### src/rtl/multi_cycle_control.sv
// Multi-cycle main control FSM: FETCH/DECODE/EXEC/MEM/WB/HALT with sticky fault flags.
// Define MEM_WAIT_EN to honour i_MemReady with a WAIT_MAX-bounded wait counter.
module multi_cycle_control #(
   parameter int unsigned WAIT_MAX = 15
) (
   input  logic       i_CLK,
   input  logic       i_RST,
   input  logic [6:0] i_OPCode,
   input  logic       i_MemReady,
   output logic       o_PCWrite,
   output logic       o_IRWrite,
   output logic       o_IorD,
   output logic       o_Branch,
   output logic       o_MemRead,
   output logic       o_MemWrite,
   output logic       o_MemToReg,
   output logic       o_ALUSrc,
   output logic       o_RegWrite,
   output logic [1:0] o_ALUOp,
   output logic       o_Illegal,
   output logic       o_MemErr,
   output logic [2:0] o_State
);

   typedef enum logic [2:0] {
      StFetch  = 3'd0,
      StDecode = 3'd1,
      StExec   = 3'd2,
      StMem    = 3'd3,
      StWb     = 3'd4,
      StHalt   = 3'd5
   } state_e;

   typedef enum logic [2:0] {
      ClsR, ClsI, ClsLoad, ClsStore, ClsBranch
   } class_e;

   state_e state_q, state_d;
   class_e class_q, class_d;
   logic   illegal_q, illegal_d;
   logic   mem_done, wait_expired;
   logic   memerr_q, memerr_d;

`ifdef MEM_WAIT_EN
   logic [7:0] wait_q, wait_d;

   assign mem_done     = i_MemReady;
   // The cycle that would make the not-ready count reach WAIT_MAX is the fault cycle.
   assign wait_expired = !i_MemReady && (wait_q == 8'(WAIT_MAX - 1));
`else
   logic unused_mem_ready;

   assign unused_mem_ready = i_MemReady;
   assign mem_done         = 1'b1;
   assign wait_expired     = 1'b0;
`endif

   always_comb begin
      state_d    = state_q;
      class_d    = class_q;
      illegal_d  = illegal_q;
      memerr_d   = memerr_q;
`ifdef MEM_WAIT_EN
      wait_d     = '0;
`endif
      o_PCWrite  = 1'b0;
      o_IRWrite  = 1'b0;
      o_IorD     = 1'b0;
      o_Branch   = 1'b0;
      o_MemRead  = 1'b0;
      o_MemWrite = 1'b0;
      o_MemToReg = 1'b0;
      o_ALUSrc   = 1'b0;
      o_RegWrite = 1'b0;
      o_ALUOp    = 2'b00;

      case (state_q)
         StFetch: begin
            o_MemRead = 1'b1;
            if (mem_done) begin
               o_IRWrite = 1'b1;
               o_PCWrite = 1'b1;
               state_d   = StDecode;
            end else if (wait_expired) begin
               state_d  = StHalt;
               memerr_d = 1'b1;
            end else begin
`ifdef MEM_WAIT_EN
               wait_d = wait_q + 8'd1;
`endif
            end
         end
         StDecode: begin
            state_d = StExec;
            case (i_OPCode)
               7'b0110011: class_d = ClsR;
               7'b0010011: class_d = ClsI;
               7'b0000011: class_d = ClsLoad;
               7'b0100011: class_d = ClsStore;
               7'b1100011: class_d = ClsBranch;
               default: begin
                  state_d   = StHalt;
                  illegal_d = 1'b1;
               end
            endcase
         end
         StExec: begin
            case (class_q)
               ClsR: begin
                  o_ALUOp = 2'b10;
                  state_d = StWb;
               end
               ClsI: begin
                  o_ALUOp  = 2'b11;
                  o_ALUSrc = 1'b1;
                  state_d  = StWb;
               end
               ClsLoad, ClsStore: begin
                  o_ALUSrc = 1'b1;
                  state_d  = StMem;
               end
               default: begin
                  o_ALUOp  = 2'b01;
                  o_Branch = 1'b1;
                  state_d  = StFetch;
               end
            endcase
         end
         StMem: begin
            o_IorD     = 1'b1;
            o_MemRead  = (class_q == ClsLoad);
            o_MemWrite = (class_q == ClsStore);
            if (mem_done) begin
               state_d = (class_q == ClsLoad) ? StWb : StFetch;
            end else if (wait_expired) begin
               state_d  = StHalt;
               memerr_d = 1'b1;
            end else begin
`ifdef MEM_WAIT_EN
               wait_d = wait_q + 8'd1;
`endif
            end
         end
         StWb: begin
            o_RegWrite = 1'b1;
            o_MemToReg = (class_q == ClsLoad);
            state_d    = StFetch;
         end
         StHalt:  state_d = StHalt;
         default: state_d = StHalt;
      endcase

      // Reset masks every command output in the cycle it is applied.
      if (i_RST) begin
         o_PCWrite  = 1'b0;
         o_IRWrite  = 1'b0;
         o_IorD     = 1'b0;
         o_Branch   = 1'b0;
         o_MemRead  = 1'b0;
         o_MemWrite = 1'b0;
         o_MemToReg = 1'b0;
         o_ALUSrc   = 1'b0;
         o_RegWrite = 1'b0;
         o_ALUOp    = 2'b00;
      end
   end

   always_ff @(posedge i_CLK) begin
      if (i_RST) begin
         state_q   <= StFetch;
         class_q   <= ClsR;
         illegal_q <= 1'b0;
         memerr_q  <= 1'b0;
`ifdef MEM_WAIT_EN
         wait_q    <= '0;
`endif
      end else begin
         state_q   <= state_d;
         class_q   <= class_d;
         illegal_q <= illegal_d;
         memerr_q  <= memerr_d;
`ifdef MEM_WAIT_EN
         wait_q    <= wait_d;
`endif
      end
   end

   assign o_Illegal = illegal_q;
   assign o_MemErr  = memerr_q;
   assign o_State   = state_q;

endmodule

### config.mk
export PLATFORM = sky130hd
export DESIGN_NAME = multi_cycle_control
export DESIGN_NICKNAME = d
export VERILOG_FILES = /design/src/rtl/multi_cycle_control.sv
export SDC_FILE = /design/constraint.sdc
export NUM_CORES = 1
export LEC_CHECK = 0
export CAP_MARGIN = 5
export CORE_MARGIN = 10
export CORE_UTILIZATION = 34
export DETAILED_ROUTE_END_ITERATION = 10
export PLACE_DENSITY = 0.73
export SYNTH_ARGS = -nofsm -noshare
export SYNTH_HDL_FRONTEND = slang
export SYNTH_SLANG_ARGS = --single-unit
### constraint.sdc
create_clock -name i_CLK -period 1.9 [get_ports i_CLK]
set_clock_uncertainty 0.2 [all_clocks]
set_input_delay 0.38 -clock i_CLK [delete_from_list [all_inputs] [get_ports i_CLK]]
set_output_delay 0.38 -clock i_CLK [all_outputs]
set_load 0.02 [all_outputs]
After elaboration in Yosys (flattened, before gate mapping)

Cells that the tools add are included.

Flip-flop bits (word level): 7
Input bits: 10
Output and inout port bits: 16
Logic and storage cells: 52

Eq/ne operators: 12
Muxes and demuxes: 26
Bitwise operators: 1
Reduce and logical (&&, ||, !) cells: 10

Operator list:

| kind                                          | number |
|---|---|
| one-hot mux 3 bit (5 select lines)            | 2 |
| two-way mux 1 bit                             | 17 |
| == test 7 x 6 -> 1 bit, second input constant | 2 |
| == test 3 x 2 -> 1 bit, second input constant | 4 |
| == test 7 x 2 -> 1 bit, second input constant | 1 |
| == test 7 x 5 -> 1 bit, second input constant | 1 |
| == test 7 bit, second input constant          | 1 |
| == test 3 x 1 -> 1 bit, second input constant | 2 |
| zero test 3 bit                               | 2 |
| two-way mux 3 bit                             | 2 |
| one-hot mux 2 bit (3 select lines)            | 1 |
| one-hot mux 3 bit (2 select lines)            | 1 |
| nonzero test 5 bit                            | 1 |
| OR reduction 5 bit                            | 1 |
| two-way mux 2 bit                             | 2 |
| AND reduction 2 bit                           | 2 |
| OR reduction 2 bit                            | 2 |
| OR reduction 4 bit                            | 1 |
| == test 3 bit, second input constant          | 1 |
| OR reduction 3 bit                            | 1 |
| one-hot mux 1 bit (2 select lines)            | 1 |
| NOT 1 bit                                     | 1 |

Depth between registers and ports, before layout

Gate-level depths: netlist of run 1.

Word-level depth: 5
Depth in mapped cells: 6
Depth with buffers taken out: 4

Least setup slack after synthesis of run 1

Ideal clock, no wire load.

Path type: flip-flop to output port
Start: register state_q[0], in the netlist o_State[0]
End: output port o_MemRead
Arrival: 1693 ps
Data required time: 1320 ps
Path slack: -373 ps
Cell stages (with the launch flop): 4
Path buffers: 1
Path through: dfxtp_1 buf_4 nor4_1 nand2b_1

Word-level cells in the longest chain between the ends: 3
Elaborated cells on any way between the ends: 4
Classes of those cells: 1 x eq/ne; 2 x mux; 1 x reduce/logical

Ends and longest elaborated chain:

| item                                                      | line | RTL |
|---|---|---|
| start, declared                                           | 38   | `state_e state_q, state_d;` |
| start signal, assigned                                    | 170  | `state_q <= StFetch;` |
| start signal, assigned                                    | 178  | `state_q <= state_d;` |
| == test 3 x 2 -> 1 bit or zero test 3 bit (tied branches) | 77   | `case (state_q)` |
| one-hot mux 1 bit (2 select lines) *                      | 77   |  |
| two-way mux 1 bit *                                       | 154  | `if (i_RST) begin` |
| end, declared                                             | 14   | `output logic o_MemRead,` |

Mark *: on every way between the ends. The rest lies on a longest branch, timed or not.

Worst setup path in the final report of run 1

Start: register state_q[1], in the netlist o_State[1]
End: register class_q[0]

Word-level cells in the longest chain between the ends: 2

Ends and longest elaborated chain:

| item                          | line | RTL |
|---|---|---|
| == test 3 x 1 -> 1 bit        | 77   |  |
| AND reduction 2 bit (no line) | -    |  |
| end signal, assigned          | 171  | `class_q <= ClsR;` |
| end signal, assigned          | 179  | `class_q <= class_d;` |
| end, declared                 | 39   | `class_e class_q, class_d;` |

No other way between the ends.
A chain may end at the register's enable or synchronous reset.

==> results of run 1 <==
[final timing paths]
path	to	slack [ns]	cells past startpoint
worst max-delay path	class_q[0]$_SDFFE_PP0P_	0.04	4
worst min-delay path	o_State[1]$_SDFF_PP0_	0.29	3
worst max register to register	class_q[0]$_SDFFE_PP0P_	0.04	4
worst min register to register	o_Illegal$_SDFFE_PP0P_	0.30	2
[routing by layer]
metal | global-route usage [%] | vias to the layer above | wire length, um
met4 | 3.934 | 0 | 14
met2 | 15.78 | 24 | 844
li1 | - | 332 | -
met3 | 3.433 | 6 | 127
met1 | 12.23 | 289 | 740
met5 | 0 | - | 0
[cells by family after synthesis]
logic type	Yosys count	share of synthesized area, %
flops	7	27.52
buf+inv	11	12.04
other cells	1	0.7364
compound gates	16	20.15
simple gates	38	39.56
[final cells by class]
type,count,area [um2],area share (%)
Timing Repair Buffer,42,332.8,37.36
Inverter,3,11.26,1.264
Clock buffer,4,26.28,2.949
Multi-Input combinational cell,55,355.3,39.89
Sequential cell,7,146.4,16.43
Tap cell,15,18.77,2.107
[through the flow]
| stage | hold WS, ns | instance area (um2) |
|---|---|---|
| 2_1_floorplan | 0.3051 | 530.5 |
| 3_3_place_gp | 0.2709 | 864.6 |
| 3_5_place_dp | 0.2656 | 864.6 |
| 4_1_cts | 0.3075 | 870.8 |
| 5_1_grt | 0.2841 | 890.9 |
| 6_report | 0.2890 | 890.9 |
[synth_stat cells (all sizes together)]
cell / n / share of area [%]
nor2: 11 / 8.1
dfxtp: 7 / 28
nor3: 7 / 6.9
buf: 5 / 7.6
o21ai: 5 / 4.9
nand2: 4 / 2.9
and2: 3 / 3.7
clkbuf: 3 / 2.2
inv: 3 / 2.2
nand2b: 3 / 3.7
nor2b: 3 / 3.7
a21oi: 2 / 2.0
and3: 2 / 2.5
o31ai: 2 / 2.9
a211oi: 1 / 1.5
a21boi: 1 / 1.5
a21o: 1 / 1.5
a2bb2oi: 1 / 1.7
a31oi: 1 / 1.2
conb: 1 / 0.74
nand3b: 1 / 1.5
nand4bb: 1 / 2.2
nor4: 1 / 1.2
o22ai: 1 / 1.2
o41ai: 1 / 1.7
or3b: 1 / 1.7
or4: 1 / 1.5
[worst max-delay path, stage by stage, from the launching register on]
cell and delay [ns]:
dfxtp_2 0.36, buf_4 0.16, or3b_4 0.40, or4_1 0.46, a31oi_1 0.20
[state kept, by name, indices dropped and copies added, names as in the netlist]
| signal | count |
|---|---|
| o_Illegal | 1 |
| o_State | 3 |
| class_q | 3 |
[power groups by stage]
stage | combinational, mW | clock, mW | sequential (mW)
6_report | 0.185 | 0.135 | 0.176
5_1_grt | 0.199 | 0.152 | 0.177
4_1_cts | 0.178 | 0.140 | 0.174
3_5_place_dp | 0.183 | 0 | 0.175
3_3_place_gp | 0.181 | 0 | 0.175
2_1_floorplan | 0.0842 | 0 | 0.182
[what timing repair did]
action                                  4_1_cts  5_1_grt
pin swaps                                     2        4
setup buffers                                 0        1
gates resized for setup                      55        9
endpoints found under the setup margin       15       10
==> metrics.md, run 1 <==
| Metric | Value |
|---|---|
| Status | `finished, final reports clean` |
| Min-Delay Path Class | `primary input to flip-flop` |
| IO Pins | `26` |
| Vias | `651` |
| Final Worst Setup Slack | `0.04267 ns` |
| Seq pwr share | `35.5%` |
| CTS Sinks | `7` |
| First-pass GRT wire length | `2.856 mm` |
| Clock power share | `27.2%` |
| WL final | `1.726 mm` |
| CP max FO | `6` |
| Period utilization | `97.75%` |
| WP data required | `1.86 ns` |
| Fmax | `538.4 MHz` |
| Pre-antenna DRT Iters | `5` |
| Layout area overhead | `74.94%` |
| Critical Path Source | `o_State[1]$_SDFF_PP0_` |
| Synth Cell Area | `509.2 um2` |
| Antenna viol nets, final | `0` |
| Worst-skew pair later-pin latency | `0.25 ns` |
| Drt first-iter violations | `11` |
| Internal power | `0.3380 mW` |
| Final core utilization | `65.99%` |
| Die footprint | `3446 um2` |
| Vias in the first global route | `625` |
| Vias per cell | `5.167` |
| Die Ht | `58.70 um` |
| Initial Util | `37.72%` |
| CTS tree | `done` |
| Critical path class | `flip-flop to flip-flop` |
| Commonest cells after routing, fill and taps aside | `buf_4 (21), nor2_1 (10), clkdlybuf4s50_1 (8), buf_2 (7)` |
| CTS buffer count | `3` |
| Worst setup EP type | `flip-flop` |
| Htree depth | `1` |
| Logic pwr share | `37.3%` |
| Wire per inst | `13.70 um` |
| GPL Wtd Cong | `0.8162` |
| Worst R2R Start | `o_State[1]$_SDFF_PP0_` |
| Share of layout cells above drive strength 1 | `40.54%` |
| Layout Cells excl Fill | `126` |
| N_diodes | `0` |
| Setup violators final | `0` |
| Commonest non-fill, non-tap cell in the layout | `buf_4` |
| Yosys warning total | `0` |
| Fill cells | `125` |
| Post-Place Worst Slack | `-0.7077 ns` |
| Number of library cell types mapped by synthesis | `30` |
| Placed insts | `121` |
| Antenna violations before repair | `0` |
| Max Cap Viol | `0` |
| VDD IR-drop max | `0.5251 mV` |
| Cells after Synth | `73` |
| Average cell area after synthesis | `6.976 um2` |
| Die W | `58.70 um` |
| Hpwl dp | `1.374 mm` |
| Hold_sp | `i_RST` |
| Clock Tree Buf Depth | `2` |
| GR Overflow Total | `0` |
| Total power draw | `0.4957 mW` |
| Switching power total | `0.1577 mW` |
| Syn_nets | `83` |
| Arrival time at the worst endpoint | `1.82 ns` |
| CP Launch Type | `flip-flop` |
| DR DRC count | `0` |
| Max Transition Viols Final | `0` |
| Pleak | `0.3971 nW` |
| Synth Register Bits | `7` |
| Cell area power density | `556.4 nW/um2` |
| Largest net degree at the start of global routing | `10` |
| TNS Setup | `0 ns` |
| Final net count | `122` |
| Total Routing Usage GR | `10.05%` |
| # rows | `13` |
| Tmin final | `1.857 ns` |
| Clock transition at the registers of the reported paths | `0.06 ns` |
| CORE AREA | `1350 um2` |
| RSZ-0062 raised after global routing | `yes` |
| Port bufs | `23` |
| Sw Ratio | `31.81%` |
| Hold Buf Count CTS | `0` |
| Clock root cell | `clkbuf_4` |
| Register area share after synthesis | `27.52%` |
| Fin. Hold Viols | `0` |
No activity file was read; power rests on OpenSTA's default activity.
==> inputs of run 2 (changes only) <==
- SETUP_SLACK_MARGIN: default -> 0.02
==> run 2 against run 1 <==
Via count rose by 0.15%; final cell count is 0.79% higher; largest power group unchanged; highest routed layer unchanged; critical endpoint is now o_MemToReg; non-clock buffer count rose by 1; worst setup slack lost 0.036 ns; largest cell class unchanged.
==> metrics.md, run 2 (synthesis gave the netlist of run 1 again) <==
| Metric | Value |
|---|---|
| CORE AREA | `1350 um2 (unchanged)` |
| GR Overflow Total | `0 (unchanged)` |
| Routed metal-1 wire length | `758 um (+2.4%)` |
| Fmax | `528.3 MHz (-1.9%)` |
| Worst-skew pair later-pin latency | `0.25 ns (about the same)` |
| Period utilization | `99.63% (+1.9 points)` |
| CP bufs+invs | `3 (+2)` |
| Vias per cell | `5.134 (-0.64%)` |
| Tmin final | `1.893 ns (+0.03567 ns)` |
| Final instance area | `933.4 um2 (+4.8%)` |
| Max Cap Viol | `0 (unchanged)` |
| Antenna viol nets, final | `0 (unchanged)` |
| RSZ-0062 raised after global routing | `yes` |
| Setup violators final | `0 (unchanged)` |
| Critical path class | `primary input to output pin` |
| Reg2reg setup slack | `0.07 ns (+0.03 ns)` |
| R2r endpoint | `class_q[0]$_SDFFE_PP0P_` |
| WL final | `1.867 mm (+8.2%)` |
| Htree depth | `1 (unchanged)` |
| Worst setup EP type | `output pin` |
| DR DRC count | `0 (unchanged)` |
| Fin. Hold Viols | `0 (unchanged)` |
| Cell area power density | `528.9 nW/um2 (-4.9%)` |
| Highest routed metal layer | `met4` |
| Hold Path Depth | `2 (-1)` |
| Final core utilization | `69.14% (+3.2 points)` |
| Met2 routed WL | `975 um (+16%)` |
| Hold_sp | `o_Illegal$_SDFFE_PP0P_` |
| Final hold slack | `0.2805 ns (-0.008545 ns)` |
| Met3 Wirelength | `97 um (-24%)` |
| Slowest cell delay on critical path | `0.23 ns (-0.23 ns)` |
| Placed insts | `121 (unchanged)` |
| Cell mode on critical path | `and2_1` |
| Hold Buf Count CTS | `0 (unchanged)` |
| Final net count | `123 (+0.82%)` |
| Largest net degree at the start of global routing | `12 (+2)` |
| CTS Sinks | `7 (unchanged)` |
| IO Pins | `26 (unchanged)` |
| Clock Tree Buf Depth | `2 (unchanged)` |
| First-pass GRT wire length | `3.111 mm (+8.9%)` |
| Min-Delay Path Class | `flip-flop to flip-flop` |
| Wire per inst | `14.70 um (+7.3%)` |
| CTS tree | `done` |
| VDD IR-drop max | `0.3999 mV (-24%)` |
| Clock transition at the registers of the reported paths | `0.05 ns (about the same)` |
| Placed cell area | `872.1 um2 (+0.87%)` |
| Arrival time at the worst endpoint | `1.31 ns (-0.51 ns)` |
| Pre-antenna DRT Iters | `4 (-1)` |
| Share of layout cells above drive strength 1 | `41.96% (+1.4 points)` |
| Status | `finished, final reports clean` |
| WP data required | `1.32 ns (-0.54 ns)` |
| Die W | `58.70 um (unchanged)` |
| Slowest cell on crit path | `clkdlybuf4s15_1` |
| Layout area overhead | `83.29%` |
| CP Launch Type | `primary input` |
| Max Transition Viols Final | `0 (unchanged)` |
| Clock root cell | `clkbuf_4` |
| Port bufs | `23 (unchanged)` |
| Total Routing Usage GR | `11.45% (+1.4 points)` |
| Layout Cells excl Fill | `127 (+0.79%)` |
| Hpwl dp | `1.474 mm (+7.3%)` |
| Drt first-iter violations | `11 (unchanged)` |
| CP max FO | `4 (-2)` |
| N_diodes | `0 (unchanged)` |
| Vias in the first global route | `674 (+7.8%)` |
| Cell breakdown of the critical path | `clkdlybuf4s15_1 -> buf_6 -> nor2b_1 -> and2_1 -> and2_1 -> buf_4` |
| Antenna violations before repair | `0 (unchanged)` |
| GPL Wtd Cong | `0.8156 (about the same)` |
| Family with the most delay on the worst path | `buffers and inverters` |
| CTS buffer count | `3 (unchanged)` |
| Die Ht | `58.70 um (unchanged)` |
| Die footprint | `3446 um2 (unchanged)` |
| Pleak | `0.4299 nW (+8.2%)` |
| Hold Path End | `o_Illegal$_SDFFE_PP0P_` |
| Worst-case reg-to-reg path depth | `4 (unchanged)` |
| # rows | `13 (unchanged)` |
| Initial Util | `37.72% (unchanged)` |
| Worst R2R Start | `o_State[1]$_SDFF_PP0_` |
| TNS Setup | `0 ns (unchanged)` |
| Vias | `652 (+0.15%)` |
| Commonest non-fill, non-tap cell in the layout | `buf_4` |
| Commonest cells after routing, fill and taps aside | `buf_4 (25), nor2_1 (10), clkdlybuf4s50_1 (8)` |
==> run 2: changes by cell type in the layout (fill, tap and decap cells not counted), sizes merged <==
| cell | change |
|---|---|
| dlymetal6s2s | +1 |
| clkdlybuf4s15 | -1 |
| dlygate4sd2 | -1 |
| buf | +2 |
==> run 2: layout make-up <==
cell class / instances / area, um2
Timing Repair Buffer: 43 / 350.3
Sequential cell: 7 / 150.1
Clock buffer: 4 / 26.28
Multi-Input combinational cell: 55 / 376.6
Tap cell: 15 / 18.77
Fill cell: 123 / 416.7
Inverter: 3 / 11.26
==> run 2: worst max path at each step <==
stage | slack [ns] | cells after the start | to | start
CTS | -0.01 | 5 | o_ALUSrc | i_RST
global placement | -0.69 | 6 | o_MemToReg | i_RST
global route | -0.08 | 4 | o_ALUSrc | o_State[2]$_SDFF_PP0_
detailed placement | -0.71 | 5 | o_ALUSrc | i_RST
finish | 0.007 | 6 | o_MemToReg | i_RST
floorplan | 0.04 | 5 | class_q[0]$_SDFFE_PP0P_ | o_State[0]$_SDFF_PP0_
==> run 2: power by group <==
part | internal (mW) | switching [mW]
logic | 0.0942 | 0.0885
registers | 0.158 | 0.0172
clock network | 0.0802 | 0.0557
total | 0.332 | 0.161
==> run 2: metrics by stage <==
| step | total power, mW | setup slack, ns |
|---|---|---|
| floorplan | 0.2689 | 0.03564 |
| global placement | 0.3522 | -0.6852 |
| detailed placement | 0.3563 | -0.7086 |
| CTS | 0.4934 | -0.01055 |
| global route | 0.5277 | -0.08380 |
| finish | 0.4937 | 0.007004 |
==> run 2: worst reg2reg max path, stage by stage, from the launching register on <==
cell	delay (ns)
dfxtp_4	0.37
buf_4	0.15
or3b_4	0.40
or4_1	0.47
a31oi_1	0.17
==> run 2: routing by layer <==
metal	GRT usage, %	vias up
li1	-	330
met1	11.67	296
met2	20.33	20
met3	4.721	6
met4	4.262	0
met5	0	-
==> run 2: repair_timing <==
action | CTS | global route
gates resized for setup | 56 | 14
buffers inserted | 2 | 0
endpoints found under the setup margin | 13 | 12
pin swaps | 3 | 4
==> inputs of run 3 (changes only) <==
- CELL_PAD_IN_SITES_DETAIL_PLACEMENT: default -> 0
- CELL_PAD_IN_SITES_GLOBAL_PLACEMENT: default -> 1
- CORE_UTILIZATION: 34 -> 23
- PLACE_DENSITY: 0.73 -> default
- PLACE_DENSITY_LB_ADDON: default -> 0.1
==> run 3 against run 2 <==
Flip-flop and latch count is the same; core utilization shrank 25 points; fmax grew 3.2%; worst hold slack lost 0.013 ns; die area grew 30%; combinational power is essentially flat; critical path depth is the same; largest cell class unchanged; largest power group unchanged.
==> metrics.md, run 3 (synthesis gave the netlist of run 1 again) <==
| Metric | Value |
|---|---|
| WL final | `1.677 mm (-10%)` |
| Die Ht | `67.06 um (+14%)` |
| Fmax | `545.4 MHz (+3.2%)` |
| Commonest cells after routing, fill and taps aside | `buf_4 (22), nor2_1 (10), clkdlybuf4s50_1 (8)` |
| Reg2reg setup slack | `0.07 ns (about the same)` |
| GPL Wtd Cong | `0.7932 (-2.7%)` |
| RSZ-0062 raised after global routing | `yes` |
| Drt first-iter violations | `6 (-5)` |
| Max Cap Viol | `0 (unchanged)` |
| CTS buffer count | `3 (unchanged)` |
| Placed insts | `130 (+7.4%)` |
| Cell area power density | `545.9 nW/um2 (+3.2%)` |
| Vias in the first global route | `601 (-11%)` |
| Total Routing Usage GR | `7.926% (-3.5 points)` |
| Clock root cell | `clkbuf_4` |
| Arrival time at the worst endpoint | `1.81 ns (+0.50 ns)` |
| Vias per cell | `4.478 (-13%)` |
| IO Pins | `26 (unchanged)` |
| GR Overflow Total | `0 (unchanged)` |
| Final instance area | `902.1 um2 (-3.4%)` |
| Status | `finished, final reports clean` |
| Final net count | `120 (-2.4%)` |
| R2r endpoint | `class_q[0]$_SDFFE_PP0P_` |
| Htree depth | `1 (unchanged)` |
| N_diodes | `0 (unchanged)` |
| Worst-skew pair later-pin latency | `0.25 ns (about the same)` |
| Max Transition Viols Final | `0 (unchanged)` |
| CP Launch Type | `flip-flop` |
| Clock Tree Buf Depth | `2 (unchanged)` |
| Post-Place Worst Slack | `-0.7116 ns (-0.002977 ns)` |
| Hold Path End | `o_State[0]$_SDFF_PP0_` |
| Tmin final | `1.834 ns (-0.05937 ns)` |
| Vias | `609 (-6.6%)` |
| Setup violators final | `0 (unchanged)` |
| Pleak | `0.3914 nW (-8.9%)` |
| Fill cells | `224 (+82%)` |
| Pre-antenna DRT Iters | `4 (unchanged)` |
| Critical path class | `flip-flop to flip-flop` |
| DR DRC count | `0 (unchanged)` |
| # rows | `16 (+3)` |
| Share of layout cells above drive strength 1 | `40.37% (-1.6 points)` |
| Final core utilization | `44.18% (-25 points)` |
| Die W | `67.06 um (+14%)` |
| Final Worst Setup Slack | `0.06637 ns (+0.05937 ns)` |
| Worst setup EP type | `flip-flop` |
| CTS Sinks | `7 (unchanged)` |
| First-pass GRT wire length | `2.766 mm (-11%)` |
| Antenna viol nets, final | `0 (unchanged)` |
| Wire per inst | `12.33 um (-16%)` |
| Die footprint | `4496 um2 (+30%)` |
| CTS tree | `done` |
| VDD IR-drop max | `0.3413 mV (-15%)` |
| Fin. Hold Viols | `0 (unchanged)` |
| Worst-case reg-to-reg path depth | `6 (+2)` |
| Antenna violations before repair | `0 (unchanged)` |
| Port bufs | `23 (unchanged)` |
| Worst R2R Start | `o_State[0]$_SDFF_PP0_` |
| Hpwl dp | `1.344 mm (-8.8%)` |
| Largest net degree at the start of global routing | `11 (-1)` |
| Total power draw | `0.4925 mW (-0.24%)` |
| Clock transition at the registers of the reported paths | `0.06 ns (about the same)` |
| CP max FO | `8 (+4)` |
| Hold Path Depth | `4 (+2)` |
| WP data required | `1.88 ns (+0.56 ns)` |
| Layout Cells excl Fill | `136 (+7.1%)` |
| Hold_sp | `i_RST` |
| Layout area overhead | `77.15%` |
| Min-Delay Path Class | `primary input to flip-flop` |
| Placed cell area | `864.6 um2 (-0.86%)` |
| CORE AREA | `2042 um2 (+51%)` |
| Initial Util | `24.94% (-13 points)` |
| Commonest non-fill, non-tap cell in the layout | `buf_4` |
| Period utilization | `96.51% (-3.1 points)` |
## run 3: worst max path at each step
stage / depth (start not counted) / from / endpoint
after detailed placement: 5 / i_RST / o_ALUSrc
after global placement: 6 / i_RST / o_MemToReg
after global routing: 3 / o_State[0]$_SDFF_PP0_ / o_MemRead
after CTS: 5 / i_RST / o_MemWrite
after floorplan: 5 / o_State[0]$_SDFF_PP0_ / class_q[0]$_SDFFE_PP0P_
final: 6 / o_State[0]$_SDFF_PP0_ / class_q[0]$_SDFFE_PP0P_
## run 3: worst max-delay path, stage by stage (launching register included)
cell     delay (ns)
dfxtp_4        0.40
buf_4          0.13
or3b_4         0.38
buf_4          0.16
o41ai_1        0.24
nand2_1        0.09
a31oi_1        0.16
## run 3: area by class of cell
cell class	count	area [um2]	area share [%]
multi-input cells	55	362.8	40.22
repair buffers	40	319.1	35.37
flip-flops and latches	7	148.9	16.50
well taps	27	33.78	3.745
clock buffers	4	26.28	2.913
inverters	3	11.26	1.248
## run 3: timing repair
action | CTS | global route
endpoints found under the setup margin | 15 | 10
resized for setup | 58 | 11
pin swaps | 2 | 3
hold buffers | 0 | 0
setup buffers | 1 | 1
endpoints found under the hold margin | 0 | 0
## run 3: power breakdown
| part | internal [mW] | total [mW] | leakage (nW) | switching, mW |
|---|---|---|---|---|
| Combinational | 0.0955 | 0.180 | 0.318 | 0.0849 |
| Clock | 0.0805 | 0.140 | 0.0150 | 0.0594 |
| Sequential | 0.158 | 0.172 | 0.0588 | 0.0147 |
## run 3: routing by layer
| metal | share of wire (%) | wire length (um) | vias to the layer above | GRT usage, % |
|---|---|---|---|---|
| met4 | 1.0 | 17 | 0 | 3.077 |
| met3 | 9.5 | 160 | 2 | 5.184 |
| met1 | 43 | 718 | 269 | 8.349 |
| li1 | - | - | 322 | - |
| met5 | 0 | 0 | - | 0 |
| met2 | 47 | 780 | 16 | 12.32 |
## run 3: through the flow
stage	hold slack, ns	setup TNS (ns)
2_1_floorplan	0.3051	0
3_3_place_gp	0.2707	-7.165
3_5_place_dp	0.2632	-7.176
4_1_cts	0.2814	0
5_1_grt	0.2772	-0.01330
6_report	0.2676	0
